==> src/rtl/conv1d_pkg.sv <==
// +--------------------------------------------------------------------------+
// | Module      : conv1d_pkg                                                 |
// | Description : Shared constants and types for the 1D convolution          |
// |               sequencer: default geometry, FSM state encoding and the    |
// |               packed command record.                                     |
// | Revision    : 1.0 - initial release                                      |
// +--------------------------------------------------------------------------+
`default_nettype none

package conv1d_pkg;

  localparam int DEF_FRAME_SIZE  = 50;
  localparam int DEF_NUM_FILTERS = 8;
  localparam int DEF_FILTER_SIZE = 3;

  localparam int DEF_FILTER_W = $clog2(DEF_NUM_FILTERS);
  localparam int DEF_POS_W    = $clog2(DEF_FRAME_SIZE);

  typedef enum logic [1:0] {
    ST_IDLE = 2'd0,
    ST_RUN  = 2'd1,
    ST_DONE = 2'd2
  } state_e;

  // One command as seen by the weight bank / window shift register
  // (default geometry).
  typedef struct packed {
    logic [DEF_FILTER_W-1:0]    filter;
    logic [DEF_POS_W-1:0]       pos;
    logic [DEF_FILTER_SIZE-1:0] pad;
    logic                       first;
    logic                       last;
  } cmd_t;

endpackage

`default_nettype wire

==> src/rtl/conv1d_ctrl_if.sv <==
// +--------------------------------------------------------------------------+
// | Module      : conv1d_ctrl_if                                             |
// | Description : Job-start and command handshake bundle of conv1d_ctrl.     |
// |   start_valid_i / start_ready_o : job start handshake                    |
// |   cmd_filter_o, cmd_pos_o, cmd_pad_o, cmd_first_o, cmd_last_o : command  |
// |   valid_o / ready_i / last_o    : command handshake, final-command flag  |
// |   busy_o, done_o                : job status                             |
// |   master = controller side, slave = consumer/driver side                 |
// | Revision    : 1.0 - initial release                                      |
// +--------------------------------------------------------------------------+
`default_nettype none

interface conv1d_ctrl_if
  import conv1d_pkg::*;
#(
  parameter int FRAME_SIZE  = DEF_FRAME_SIZE,
  parameter int NUM_FILTERS = DEF_NUM_FILTERS,
  parameter int FILTER_SIZE = DEF_FILTER_SIZE
) ();

  logic                           start_valid_i;
  logic                           start_ready_o;
  logic [$clog2(NUM_FILTERS)-1:0] cmd_filter_o;
  logic [$clog2(FRAME_SIZE)-1:0]  cmd_pos_o;
  logic [FILTER_SIZE-1:0]         cmd_pad_o;
  logic                           cmd_first_o;
  logic                           cmd_last_o;
  logic                           valid_o;
  logic                           last_o;
  logic                           ready_i;
  logic                           busy_o;
  logic                           done_o;

  modport master (
    input  start_valid_i, ready_i,
    output start_ready_o, cmd_filter_o, cmd_pos_o, cmd_pad_o,
           cmd_first_o, cmd_last_o, valid_o, last_o, busy_o, done_o
  );

  modport slave (
    output start_valid_i, ready_i,
    input  start_ready_o, cmd_filter_o, cmd_pos_o, cmd_pad_o,
           cmd_first_o, cmd_last_o, valid_o, last_o, busy_o, done_o
  );

endinterface

`default_nettype wire

==> src/rtl/conv1d_ctrl_counter.sv <==
// +--------------------------------------------------------------------------+
// | Module      : conv1d_ctrl_counter                                        |
// | Description : Wrapping counter 0..MAX with synchronous clear and         |
// |               increment enable.                                          |
// |   clk_i, rst_i_n : clock, asynchronous active-low reset                  |
// |   clr_i          : force to 0 (priority over en_i)                       |
// |   en_i           : advance; wraps to 0 when at MAX                        |
// |   count_o        : current value                                         |
// |   next_o         : value after this edge (combinational)                  |
// |   tc_o           : count_o == MAX                                         |
// | Revision    : 1.0 - initial release                                      |
// +--------------------------------------------------------------------------+
`default_nettype none

module conv1d_ctrl_counter #(
  parameter int WIDTH = 4,
  parameter int MAX   = 15
) (
  input  logic             clk_i,
  input  logic             rst_i_n,
  input  logic             clr_i,
  input  logic             en_i,
  output logic [WIDTH-1:0] count_o,
  output logic [WIDTH-1:0] next_o,
  output logic             tc_o
);

  logic [WIDTH-1:0] count_q, count_d;

  assign tc_o = (count_q == WIDTH'(MAX));

  always_comb begin
    count_d = count_q;
    if (clr_i) begin
      count_d = '0;
    end else if (en_i) begin
      count_d = tc_o ? '0 : count_q + WIDTH'(1);
    end
  end

  always_ff @(posedge clk_i or negedge rst_i_n) begin
    if (!rst_i_n) begin
      count_q <= '0;
    end else begin
      count_q <= count_d;
    end
  end

  assign count_o = count_q;
  assign next_o  = count_d;

endmodule

`default_nettype wire

==> src/rtl/conv1d_ctrl.sv <==
// +--------------------------------------------------------------------------+
// | Module      : conv1d_ctrl                                                |
// | Description : Sequencer for the 1D convolution datapath. Accepts one     |
// |               job per buffered frame and issues one command per          |
// |               (filter, position) step, filter outer / position inner.    |
// |   clk_i, rst_i_n : clock, asynchronous active-low reset                  |
// |   bus (master)   : start handshake, command bus, status (conv1d_ctrl_if) |
// | Config macro : CONV1D_CTRL_PAD_EN - "same" convolution with zero-pad     |
// |                mask; undefined gives "valid" convolution, mask = 0.      |
// | Revision    : 1.0 - initial release                                      |
// +--------------------------------------------------------------------------+
`default_nettype none

module conv1d_ctrl
  import conv1d_pkg::*;
#(
  parameter int FRAME_SIZE  = DEF_FRAME_SIZE,
  parameter int NUM_FILTERS = DEF_NUM_FILTERS,
  parameter int FILTER_SIZE = DEF_FILTER_SIZE
) (
  input  logic          clk_i,
  input  logic          rst_i_n,
  conv1d_ctrl_if.master bus
);

`ifdef CONV1D_CTRL_PAD_EN
  localparam int H     = (FILTER_SIZE - 1) / 2;
  localparam int P_MAX = FRAME_SIZE - 1;
`else
  localparam int P_MAX = FRAME_SIZE - FILTER_SIZE;
`endif
  localparam int FW = $clog2(NUM_FILTERS);
  localparam int PW = $clog2(FRAME_SIZE);

  state_e state_q, state_d;

  logic [FW-1:0]          filter_cnt, filter_next;
  logic [PW-1:0]          pos_cnt, pos_next;
  logic                   filter_tc, pos_tc;
  logic [FILTER_SIZE-1:0] pad_next;

  logic [FILTER_SIZE-1:0] pad_q, pad_d;
  logic                   first_q, first_d;
  logic                   last_q, last_d;
  logic                   jlast_q, jlast_d;
  logic                   valid_q, valid_d;
  logic                   busy_q, busy_d;
  logic                   done_q, done_d;

  logic start_hs, hs, final_hs;

  assign start_hs = (state_q == ST_IDLE) & bus.start_valid_i;
  assign hs       = valid_q & bus.ready_i;
  assign final_hs = hs & pos_tc & filter_tc;

  conv1d_ctrl_counter #(.WIDTH(PW), .MAX(P_MAX)) u_pos_cnt (
    .clk_i   (clk_i),
    .rst_i_n (rst_i_n),
    .clr_i   (start_hs),
    .en_i    (hs),
    .count_o (pos_cnt),
    .next_o  (pos_next),
    .tc_o    (pos_tc)
  );

  conv1d_ctrl_counter #(.WIDTH(FW), .MAX(NUM_FILTERS - 1)) u_filter_cnt (
    .clk_i   (clk_i),
    .rst_i_n (rst_i_n),
    .clr_i   (start_hs),
    .en_i    (hs & pos_tc),
    .count_o (filter_cnt),
    .next_o  (filter_next),
    .tc_o    (filter_tc)
  );

  // Tap k reads sample pos+k-H; flag it when that falls outside the frame.
  // Computed from the counter's next value so it lands with the command.
`ifdef CONV1D_CTRL_PAD_EN
  logic [31:0] pos_next_w;
  assign pos_next_w = 32'(pos_next);
  for (genvar k = 0; k < FILTER_SIZE; k++) begin : g_pad
    assign pad_next[k] = ((pos_next_w + 32'(k)) < 32'(H)) ||
                         ((pos_next_w + 32'(k)) >= 32'(FRAME_SIZE + H));
  end
`else
  assign pad_next = '0;
`endif

  always_comb begin
    state_d = state_q;
    pad_d   = pad_q;
    first_d = first_q;
    last_d  = last_q;
    jlast_d = jlast_q;

    case (state_q)
      ST_IDLE: if (bus.start_valid_i) state_d = ST_RUN;
      ST_RUN:  if (final_hs)          state_d = ST_DONE;
      ST_DONE:                        state_d = ST_IDLE;
      default:                        state_d = ST_IDLE;
    endcase

    // Command fields only move on a start or a handshake, so they hold
    // under backpressure; after the final command they return to zero.
    if (final_hs) begin
      pad_d   = '0;
      first_d = 1'b0;
      last_d  = 1'b0;
      jlast_d = 1'b0;
    end else if (start_hs || hs) begin
      pad_d   = pad_next;
      first_d = (pos_next == '0);
      last_d  = (pos_next == PW'(P_MAX));
      jlast_d = (pos_next == PW'(P_MAX)) && (filter_next == FW'(NUM_FILTERS - 1));
    end

    valid_d = (state_d == ST_RUN);
    busy_d  = (state_d != ST_IDLE);
    done_d  = (state_d == ST_DONE);
  end

  always_ff @(posedge clk_i or negedge rst_i_n) begin
    if (!rst_i_n) begin
      state_q <= ST_IDLE;
      pad_q   <= '0;
      first_q <= 1'b0;
      last_q  <= 1'b0;
      jlast_q <= 1'b0;
      valid_q <= 1'b0;
      busy_q  <= 1'b0;
      done_q  <= 1'b0;
    end else begin
      state_q <= state_d;
      pad_q   <= pad_d;
      first_q <= first_d;
      last_q  <= last_d;
      jlast_q <= jlast_d;
      valid_q <= valid_d;
      busy_q  <= busy_d;
      done_q  <= done_d;
    end
  end

  assign bus.start_ready_o = (state_q == ST_IDLE);
  assign bus.cmd_filter_o  = filter_cnt;
  assign bus.cmd_pos_o     = pos_cnt;
  assign bus.cmd_pad_o     = pad_q;
  assign bus.cmd_first_o   = first_q;
  assign bus.cmd_last_o    = last_q;
  assign bus.valid_o       = valid_q;
  assign bus.last_o        = jlast_q;
  assign bus.busy_o        = busy_q;
  assign bus.done_o        = done_q;

endmodule

`default_nettype wire
==> src/flat_wrapper.sv <==
// flat-port wrapper written by rule: the top's interface ports become plain ports
module conv1d_ctrl_flat import conv1d_pkg::*;
#(
  parameter int FRAME_SIZE  = DEF_FRAME_SIZE,
  parameter int NUM_FILTERS = DEF_NUM_FILTERS,
  parameter int FILTER_SIZE = DEF_FILTER_SIZE
)
  (clk_i, rst_i_n, bus_start_valid_i, bus_ready_i, bus_start_ready_o, bus_cmd_filter_o, bus_cmd_pos_o, bus_cmd_pad_o, bus_cmd_first_o, bus_cmd_last_o, bus_valid_o, bus_last_o, bus_busy_o, bus_done_o);
  conv1d_ctrl_if #(.FRAME_SIZE(FRAME_SIZE), .NUM_FILTERS(NUM_FILTERS), .FILTER_SIZE(FILTER_SIZE)) bus_i ();
  input  logic clk_i;
  input  logic rst_i_n;
  input wire logic [$bits(bus_i.start_valid_i)-1:0] bus_start_valid_i;
  input wire logic [$bits(bus_i.ready_i)-1:0] bus_ready_i;
  output wire logic [$bits(bus_i.start_ready_o)-1:0] bus_start_ready_o;
  output wire logic [$bits(bus_i.cmd_filter_o)-1:0] bus_cmd_filter_o;
  output wire logic [$bits(bus_i.cmd_pos_o)-1:0] bus_cmd_pos_o;
  output wire logic [$bits(bus_i.cmd_pad_o)-1:0] bus_cmd_pad_o;
  output wire logic [$bits(bus_i.cmd_first_o)-1:0] bus_cmd_first_o;
  output wire logic [$bits(bus_i.cmd_last_o)-1:0] bus_cmd_last_o;
  output wire logic [$bits(bus_i.valid_o)-1:0] bus_valid_o;
  output wire logic [$bits(bus_i.last_o)-1:0] bus_last_o;
  output wire logic [$bits(bus_i.busy_o)-1:0] bus_busy_o;
  output wire logic [$bits(bus_i.done_o)-1:0] bus_done_o;
  assign bus_i.start_valid_i = bus_start_valid_i;
  assign bus_i.ready_i = bus_ready_i;
  assign bus_start_ready_o = bus_i.start_ready_o;
  assign bus_cmd_filter_o = bus_i.cmd_filter_o;
  assign bus_cmd_pos_o = bus_i.cmd_pos_o;
  assign bus_cmd_pad_o = bus_i.cmd_pad_o;
  assign bus_cmd_first_o = bus_i.cmd_first_o;
  assign bus_cmd_last_o = bus_i.cmd_last_o;
  assign bus_valid_o = bus_i.valid_o;
  assign bus_last_o = bus_i.last_o;
  assign bus_busy_o = bus_i.busy_o;
  assign bus_done_o = bus_i.done_o;
  conv1d_ctrl #(.FRAME_SIZE(FRAME_SIZE), .NUM_FILTERS(NUM_FILTERS), .FILTER_SIZE(FILTER_SIZE)) u_core (.clk_i(clk_i), .rst_i_n(rst_i_n), .bus(bus_i));
endmodule
==> config.mk <==
export PLATFORM = sky130hd
export DESIGN_NAME = conv1d_ctrl_flat
export DESIGN_NICKNAME = d
export VERILOG_FILES = /design/src/rtl/conv1d_pkg.sv /design/src/rtl/conv1d_ctrl_if.sv /design/src/rtl/conv1d_ctrl_counter.sv /design/src/rtl/conv1d_ctrl.sv /design/src/flat_wrapper.sv
export SDC_FILE = /design/constraint.sdc
export NUM_CORES = 1
export LEC_CHECK = 0
export CAP_MARGIN = 20
export CELL_PAD_IN_SITES_DETAIL_PLACEMENT = 1
export CELL_PAD_IN_SITES_GLOBAL_PLACEMENT = 1
export CORE_MARGIN = 2
export CORE_UTILIZATION = 30
export CTS_BUF_LIST = sky130_fd_sc_hd__clkbuf_4
export DETAILED_ROUTE_END_ITERATION = 10
export PLACE_DENSITY_LB_ADDON = 0.1
export SLEW_MARGIN = 40
export SYNTH_ARGS = -nofsm -noshare
export SYNTH_HDL_FRONTEND = slang
export SYNTH_HIERARCHICAL = 1
export SYNTH_SLANG_ARGS = --single-unit
==> constraint.sdc <==
create_clock -name clk_i -period 2 [get_ports clk_i]
set_input_delay 0.5 -clock clk_i [delete_from_list [all_inputs] [get_ports clk_i]]
set_output_delay 0.5 -clock clk_i [all_outputs]
set_load 0.02 [all_outputs]
==> impl_metrics.ini, run 1 <==
[clocking]
cts.path.max_buffers = 2
numClockSinks = 17
root_buffer = clkbuf_4
cts_tree = done
cts_hold_buf = 0
cts_inserted_buffers = 3
cts_max_level = 1
clk_latency_ps = 280
path_clk_slew_ps = 100

[die]
core_mm2 = 0.002734
dieWidth_um = 57.37
die-height_um = 57.37
start_util = 0.3126
die_area_mm2 = 0.003291
io_pins = 23
rows = 19

[finish]
num-nets-final = 148
area_growth_pct = 78.48
diodes = 0
n_fill_cell = 296
ff_latch_area_um2 = 430.4
drive_gt1_frac = 0.5143
multi_input_area_um2 = 538.0

[setup_path]
critPathCaptureType = register
startpoint_type = input port
crit_chain = dlygate4sd2_1, or3b_4, inv_4, or3b_1, o22ai_2, or4_4, nor3_2, mux2_4
cp_slowest_cell = or4_4
worstPathMaxFanout = 5
crit_arrival_ps = 2230
required_ps = 2230
crit_family = simple AND/OR/NAND/NOR gates
cpPeakStageDelay_ps = 490
critPathBufInv = 2
regToRegSetupSlack_ps = 10
crit_type = in2reg

[yosys]
ys_seq_area_frac = 0.4978
syn_inst = 80
synth.distinct_cells = 33
netlist_area_um2 = 854.6
yosysWarnings = 6
synth_seq_cells = 17
synth_area_per_cell_um2 = 10.68

[flow_run]
timing.max_cap.violations = 0

[power_and_ir_drop]
clkPwrFrac = 0.138
switchingPower_mw = 0.5252
p_sw_frac = 0.3705
powerDensity_mw_per_mm2 = 929.5
total_leakage_power_nw = 0.7106
combPwrFrac = 0.545
pwr-share-seq = 0.317
finalPower_mw = 1.418
p_int_mw = 0.8925
ir_drop_mv = 0.7613

[status]
violations = setup timing
outcome = finished with violations

[timing]
fin_ws_ps = -1.914
rsz0062_at_grt = true
hold_viol = 0
fmax_ghz = 0.4995
fin_crit_ps = 2002
slew_viol_final = 0
finalSetupViolCount = 1
min_period_over_period = 1.001
skew_ps = 3.749

[routing]
wirelength_mm = 2.732
drtPass1Iterations = 4
drc = 0
routedWlPerCell_um = 15.98
first_iter_violations = 14
vias_per_cell = 4.842
ant_nets = 0
num_vias = 828

[global_routing]
antenna_found_initial = 0
grt_first_pass_wirelength_mm = 4.402
grt_max_degree = 18
gr-total-overflow = 0
grt_pass1_vias = 862
groute.usage.overall = 0.1769

[place]
gp_congestion = 0.8056
port_buffers = 19
dp_slack_ps = -649.9
hpwlAfterDp_mm = 1.924

[worst_hold_path]
hp-class = reg2reg
-- area by class of cell --
type | count | share of cell area
clock buffer | 4 | 0.01969
inverter | 2 | 0.006563
multi-input combinational | 60 | 0.3527
sequential | 17 | 0.2822
tap | 31 | 0.02543
timing repair buffer | 57 | 0.3134
-- final timing paths --
path	startpoint	to	depth (start not counted)
min in group asynchronous	rst_i_n	u_core/u_filter_cnt/count_o[2]	2
worst max register to register	u_core/state_q[1]	u_core/bus.cmd_first_o	7
max in group asynchronous	rst_i_n	u_core/u_pos_cnt/count_o[1]	2
worst min register to register	u_core/bus.cmd_last_o	u_core/bus.cmd_last_o	1
worst max-delay path	bus_start_valid_i	u_core/bus.cmd_first_o	8
worst min-delay path	u_core/bus.cmd_last_o	u_core/bus.cmd_last_o	1
-- synth_stat cells --
cell type	number	area [µm²]
dfrtp_1	17	425.4
nor2_1	9	33.78
nand3_1	5	25.02
nand2_1	4	15.01
and2_1	3	18.77
buf_4	3	22.52
ha_1	3	37.54
mux2_1	3	33.78
mux2i_1	3	30.03
or3b_1	3	26.28
a21oi_2	2	17.52
inv_1	2	7.510
nand2b_1	2	12.51
nand4_1	2	12.51
a21oi_1	1	5.000
a31oi_1	1	6.260
a41o_1	1	10.01
and3_1	1	6.260
and4_1	1	8.760
conb_1	1	3.750
nand2b_2	1	8.760
nand3b_1	1	7.510
nor2b_1	1	6.260
nor3_1	1	5.000
nor3_2	1	10.01
nor4_1	1	6.260
o22a_1	1	8.760
o22ai_1	1	6.260
o311ai_0	1	8.760
or2_0	1	6.260
or3_1	1	6.260
or4_1	1	7.510
xor2_1	1	8.760
-- through the flow --
| step | instances | utilization | TNS (ps) | instance area [µm²] | hold WS (ps) |
|---|---|---|---|---|---|
| floorplan | 82 | - | -0.9652 | 877.1 | 204.4 |
| global placement | 154 | 0.4650 | -1487 | 1271 | 471.9 |
| detailed placement | 154 | 0.4650 | -1915 | 1271 | 478.4 |
| CTS | 166 | 0.5222 | -178.9 | 1428 | 516.9 |
| global route | 171 | 0.5579 | -188.2 | 1525 | 533.0 |
| finish | 171 | 0.5579 | -1.914 | 1525 | 510.9 |
-- sequential cells by signal, summed over array words and instances (netlist names) --
| name | count |
|---|---|
| u_core/u_pos_cnt/count_o | 6 |
| u_core/u_filter_cnt/count_o | 3 |
| u_core/bus.done_o | 1 |
| u_core/bus.cmd_last_o | 1 |
| u_core/bus.valid_o | 1 |
| u_core/bus.cmd_first_o | 1 |
| u_core/bus.busy_o | 1 |
| u_core/bus.last_o | 1 |
| u_core/state_q | 2 |
-- per-layer routing --
layer	vias up	GRT usage	share of wire	wire (µm)
li1	407	-	-	-
met1	402	0.2446	0.44	1194
met2	17	0.2955	0.53	1435
met3	2	0.02948	0.031	85
met4	0	0.02990	0.0062	17
met5	-	0	0	0
-- power groups by stage --
stage / clock network, mW / logic (mW) / registers [mW]
after floorplan: 0 / 0.170 / 0.531
after global placement: 0 / 0.561 / 0.439
after detailed placement: 0 / 0.577 / 0.446
after CTS: 0.208 / 0.693 / 0.449
after global routing: 0.228 / 0.834 / 0.457
final: 0.196 / 0.772 / 0.450
-- cell usage in the layout, fill, tap and decap left out, types with 2 or more instances in the layout --
cell,instances
nand2b_1,2
buf_6,2
conb_1,3
ha_1,2
buf_4,36
dfrtp_2,4
mux2_4,2
mux2i_1,3
nand2_1,3
dfrtp_1,13
a21oi_2,2
clkdlybuf4s50_1,15
clkbuf_4,4
nand3_1,2
and2_1,2
nand3_2,2
or3b_4,2
nor2_1,8
dlygate4sd2_1,4
nand4_1,2
-- kinds of logic after synthesis --
logic type / after synthesis / synth area share
multiplexers: 6 / 0.07467
XOR/XNOR: 1 / 0.01025
buffers and inverters: 5 / 0.03514
other: 1 / 0.004388
AND/OR/NAND/NOR: 39 / 0.2606
adder cells (fa/ha/maj): 3 / 0.04393
flip-flops: 17 / 0.4978
AO/OA/AOI/OAI: 8 / 0.07322
-- what timing repair did --
action / 4_1_cts / 5_1_grt
endpoints found under the setup margin: 4 / 3
buffers inserted: 8 / 6
pin swaps: 11 / 8
resized for setup: 21 / 12
Note: power is estimated with default switching activity, not from simulation.
==> run 2, diff against run 1 <==
--- a/config.mk
+++ b/config.mk
@@ -13,6 +13,7 @@
 export CTS_BUF_LIST = sky130_fd_sc_hd__clkbuf_4
 export DETAILED_ROUTE_END_ITERATION = 10
 export PLACE_DENSITY_LB_ADDON = 0.1
+export SKIP_CTS_REPAIR_TIMING = 1
 export SLEW_MARGIN = 40
 export SYNTH_ARGS = -nofsm -noshare
 export SYNTH_HDL_FRONTEND = slang
==> constraint.sdc (replaced) <==
create_clock -name clk_i -period 2.3 [get_ports clk_i]
set_input_delay 0.575 -clock clk_i [delete_from_list [all_inputs] [get_ports clk_i]]
set_output_delay 0.575 -clock clk_i [all_outputs]
set_load 0.02 [all_outputs]
==> run 2 against run 1 <==
  * The run now ends clean
  * Combinational power fell by 41%
  * Cell area fell by 16%
  * Clock-buffer cell count fell by 1
  * Utilization fell by 9.2 points
  * Critical path type is now reg2reg
  * Critical endpoint unchanged
==> impl_metrics.ini, run 2 (same netlist as run 1, synthesis figures left out) <==
[die]
io_pins = 23
rows = 19
start_util = 0.3126
die-height_um = 57.37
die_area_mm2 = 0.003291
core_mm2 = 0.002734
dieWidth_um = 57.37

[clocking]
clk_latency_ps = 290
cts_max_level = 1
cts_tree = done
cts_inserted_buffers = 3
path_clk_slew_ps = 110
numClockSinks = 17
cts.path.max_buffers = 2
root_buffer = clkbuf_4

[global_routing]
gr-total-overflow = 0
grt_max_degree = 18
antenna_found_initial = 0
grt_first_pass_wirelength_mm = 3.746
groute.usage.overall = 0.1486
grt_pass1_vias = 796

[setup_path]
cp_slowest_cell = or4_1
crit_chain = or3b_4, inv_4, buf_6, nor2_1, or4_1, nor3_2, mux2_4
regToRegSetupSlack_ps = 160
crit_type = reg2reg
cpPeakStageDelay_ps = 550
startpoint_type = register
worstPathMaxFanout = 6
reg2reg_depth = 7
required_ps = 2540
crit_arrival_ps = 2380
r2r_end = u_core/bus.cmd_first_o
timing.rr.start = u_core/state_q[1]
critPathCaptureType = register

[timing]
rsz0062_at_grt = false
fin_tns_setup_ps = 0
fin_crit_ps = 2142
fmax_ghz = 0.4668
slew_viol_final = 0
skew_ps = 1.810
hold_viol = 0
min_period_over_period = 0.9314
worst_hold_slack_ps = 505.7
finalSetupViolCount = 0

[finish]
final_area_mm2 = 0.001275
final_cells = 152
drive_gt1_frac = 0.3058
largest_register_ffs = 6
layout_commonest_cell = buf_4
diodes = 0
n_fill_cell = 308
area_growth_pct = 49.19
ff_latch_area_um2 = 427.9
mostFrequentLayoutCells = buf_4 (18), clkdlybuf4s50_1 (17), dfrtp_1 (15), nor2_1 (9), nand3_1 (5)
multi_input_area_um2 = 429.2
num-nets-final = 129

[routing]
drt-met1-wl_mm = 1.003
ant_nets = 0
first_iter_violations = 18
drc = 0
num_vias = 752
wl_met2_mm = 1.191
routedWlPerCell_um = 14.97
vias_per_cell = 4.947
routed.top_layer = met4
wl_met3_um = 65
drtPass1Iterations = 4
wirelength_mm = 2.276

[power_and_ir_drop]
ir_drop_mv = 0.6047
powerDensity_mw_per_mm2 = 801.2
total_leakage_power_nw = 0.6064
finalPower_mw = 1.021

[status]
outcome = finished, final reports clean

[worst_hold_path]
hold_depth = 1
hp-start = u_core/bus.cmd_last_o
hp-class = reg2reg
hold_end = u_core/bus.cmd_last_o

[place]
port_buffers = 19
placed_cell_area_mm2 = 0.001189
hpwlAfterDp_mm = 1.791
placedCellCount = 145
gp_congestion = 0.7875

[flow_run]
timing.max_cap.violations = 0
==> run 2: cell count changes in the layout (fill, tap and decap cells not counted), sizes merged <==
cell / delta
clkinv: +1
dlymetal6s2s: +2
buf: -19
clkbuf: -1
dlygate4sd2: -4
clkdlybuf4s50: +2
==> run 2: critical path: cells and delay by family, from the launching register on <==
family / cells / cell delay (ps)
flops: 1 / 440
simple gates: 4 / 1270
mux: 1 / 170
buf+inv: 2 / 210
==> run 2: where the power goes <==
part / switching, mW / internal [mW]
logic: 0.227 / 0.232
registers: 0.0507 / 0.347
clock network: 0.0995 / 0.0646
==> run 2: layer usage <==
| layer | vias up | GRT usage |
|---|---|---|
| met5 | - | 0 |
| met4 | 0 | 0.03987 |
| met3 | 2 | 0.03175 |
| met2 | 15 | 0.2581 |
| met1 | 369 | 0.1860 |
| li1 | 366 | - |
==> run 2: worst max-delay path by stage <==
stage	start	slack, ps	cells after the start	end
final	u_core/state_q[1]	160	7	u_core/bus.cmd_first_o
after detailed placement	bus_ready_i	-430	8	u_core/bus.cmd_first_o
after global routing	u_core/u_pos_cnt/count_o[1]	30	8	u_core/bus.last_o
after CTS	bus_ready_i	-140	8	u_core/bus.cmd_first_o
after global placement	bus_ready_i	-390	8	u_core/bus.cmd_first_o
after floorplan	bus_start_valid_i	90	7	u_core/bus.cmd_first_o
==> run 2: final cells by class <==
type | instances | share of cell area
clock inverter | 1 | 0.003925
tap | 31 | 0.03042
multi-input combinational | 60 | 0.3366
clock buffer | 3 | 0.01766
sequential | 17 | 0.3356
timing repair buffer | 38 | 0.2679
inverter | 2 | 0.007851
==> run 2: per-stage QoR <==
step | utilization | setup WS, ps
2_1_floorplan | - | 94.96
3_3_place_gp | 0.4348 | -389.8
3_5_place_dp | 0.4348 | -426.7
4_1_cts | 0.4449 | -141.7
5_1_grt | 0.4664 | 33.55
6_report | 0.4664 | 157.7
==> run 3, diff against run 2 <==
--- a/config.mk
+++ b/config.mk
@@ -13,7 +13,6 @@
 export CTS_BUF_LIST = sky130_fd_sc_hd__clkbuf_4
 export DETAILED_ROUTE_END_ITERATION = 10
 export PLACE_DENSITY_LB_ADDON = 0.1
-export SKIP_CTS_REPAIR_TIMING = 1
 export SLEW_MARGIN = 40
 export SYNTH_ARGS = -nofsm -noshare
 export SYNTH_HDL_FRONTEND = slang
==> run 3 against run 2 <==
  * Final cell count increased by 0.66%
  * Cell area stayed put
  * Utilization unchanged
  * Non-clock buffer count rose by 1
  * Combinational power rose by 4%
  * Setup slack worse by 3.1 ps
  * Via count down 0.53%
  * Die area unchanged
  * Power increased by 1.7%
  * First-iteration DRC count fell by 50%
  * Critical path depth grew 1
==> impl_metrics.ini, run 3 (same netlist as run 1, synthesis figures left out) <==
[global_routing]
antenna_found_initial = 0
grt_first_pass_wirelength_mm = 3.905
gr-total-overflow = 0
grt_pass1_vias = 821
grt_max_degree = 18
groute.usage.overall = 0.1547

[clocking]
cts_hold_buf = 0
cts_inserted_buffers = 3
clk_latency_ps = 290
cts_tree = done
root_buffer = clkbuf_4
numClockSinks = 17
cts.path.max_buffers = 2
path_clk_slew_ps = 110
cts_max_level = 1

[timing]
worst_hold_slack_ps = 506.2
finalSetupViolCount = 0
slew_viol_final = 0
rsz0062_at_grt = false
fin_crit_ps = 2145
hold_viol = 0
fin_ws_ps = 154.6
skew_ps = 1.386
fmax_ghz = 0.4661
min_period_over_period = 0.9328

[finish]
area_growth_pct = 49.19
ff_latch_area_um2 = 427.9
num-nets-final = 130
final_area_mm2 = 0.001275
multi_input_area_um2 = 429.2
final_cells = 153
n_fill_cell = 306
mostFrequentLayoutCells = buf_4 (19), clkdlybuf4s50_1 (17), dfrtp_1 (15), nor2_1 (9)
layout_commonest_cell = buf_4
diodes = 0
largest_register_ffs = 6
drive_gt1_frac = 0.3033

[setup_path]
crit_type = in2reg
crit_arrival_ps = 2380
worstPathMaxFanout = 6
regToRegSetupSlack_ps = 180
critPathCaptureType = register
required_ps = 2540
startpoint_type = input port

[die]
core_mm2 = 0.002734
rows = 19
die-height_um = 57.37
dieWidth_um = 57.37
start_util = 0.3126
io_pins = 23
die_area_mm2 = 0.003291

[place]
placedCellCount = 145
gp_congestion = 0.7875
dp_slack_ps = -426.7
hpwlAfterDp_mm = 1.791
placed_cell_area_mm2 = 0.001189
port_buffers = 19

[routing]
wirelength_mm = 2.265
vias_per_cell = 4.889
drc = 0
drtPass1Iterations = 4
routedWlPerCell_um = 14.80
first_iter_violations = 9
num_vias = 748
ant_nets = 0

[power_and_ir_drop]
finalPower_mw = 1.039
powerDensity_mw_per_mm2 = 814.6
total_leakage_power_nw = 0.5904
ir_drop_mv = 0.6366

[worst_hold_path]
hp-class = reg2reg

[status]
outcome = finished, final reports clean

[flow_run]
timing.max_cap.violations = 0
## run 3: where the power goes
group | switching, mW | total (mW) | internal [mW] | leakage, nW
Clock | 0.0999 | 0.164 | 0.0645 | 0.0177
Combinational | 0.238 | 0.477 | 0.239 | 0.367
Sequential | 0.0502 | 0.397 | 0.347 | 0.206
## run 3: what timing repair did
| action | in CTS | in global routing |
|---|---|---|
| setup buffers | 3 | 1 |
| endpoints found under the setup margin | 2 | 1 |
| resized for setup | 11 | 4 |
| pin swaps | 4 | 0 |
| endpoints found under the hold margin | 0 | 0 |
## run 3: area by class of cell
cell class / count / area share
clock inverter: 1 / 0.003925
sequential: 17 / 0.3356
multi-input combinational: 60 / 0.3366
inverter: 2 / 0.007851
clock buffer: 3 / 0.01766
tap: 31 / 0.03042
timing repair buffer: 39 / 0.2679
## run 3: worst paths after layout
check,cells past startpoint,to,from
worst max-delay path,8,u_core/bus.cmd_first_o,bus_start_valid_i
worst min-delay path,1,u_core/bus.cmd_last_o,u_core/bus.cmd_last_o
worst max register to register,7,u_core/bus.cmd_first_o,u_core/state_q[1]
worst min register to register,1,u_core/bus.cmd_last_o,u_core/bus.cmd_last_o
max in group asynchronous,2,u_core/u_pos_cnt/count_o[0],rst_i_n
min in group asynchronous,2,u_core/bus.done_o,rst_i_n
## run 3: critical path: stages
cell	delay [ps]
dlygate4sd2_1	200
or3b_4	400
inv_4	80
buf_6	120
nor2_1	60
or4_1	540
nor3_2	230
mux2_4	180
## run 3: per-layer routing
layer  up-vias  part of all wire  global-route usage
met5         -                 0                   0
met4         0            0.0066             0.03987
met3         2             0.029             0.03175
met2        15              0.52              0.2662
met1       364              0.44              0.1974
li1        367                 -                   -
## run 3: through the flow
stage,setup TNS [ps],util
after global routing,0,0.4664
after CTS,0,0.4595
after floorplan,0,-
after global placement,-865.3,0.4348
final,0,0.4664
after detailed placement,-1027,0.4348
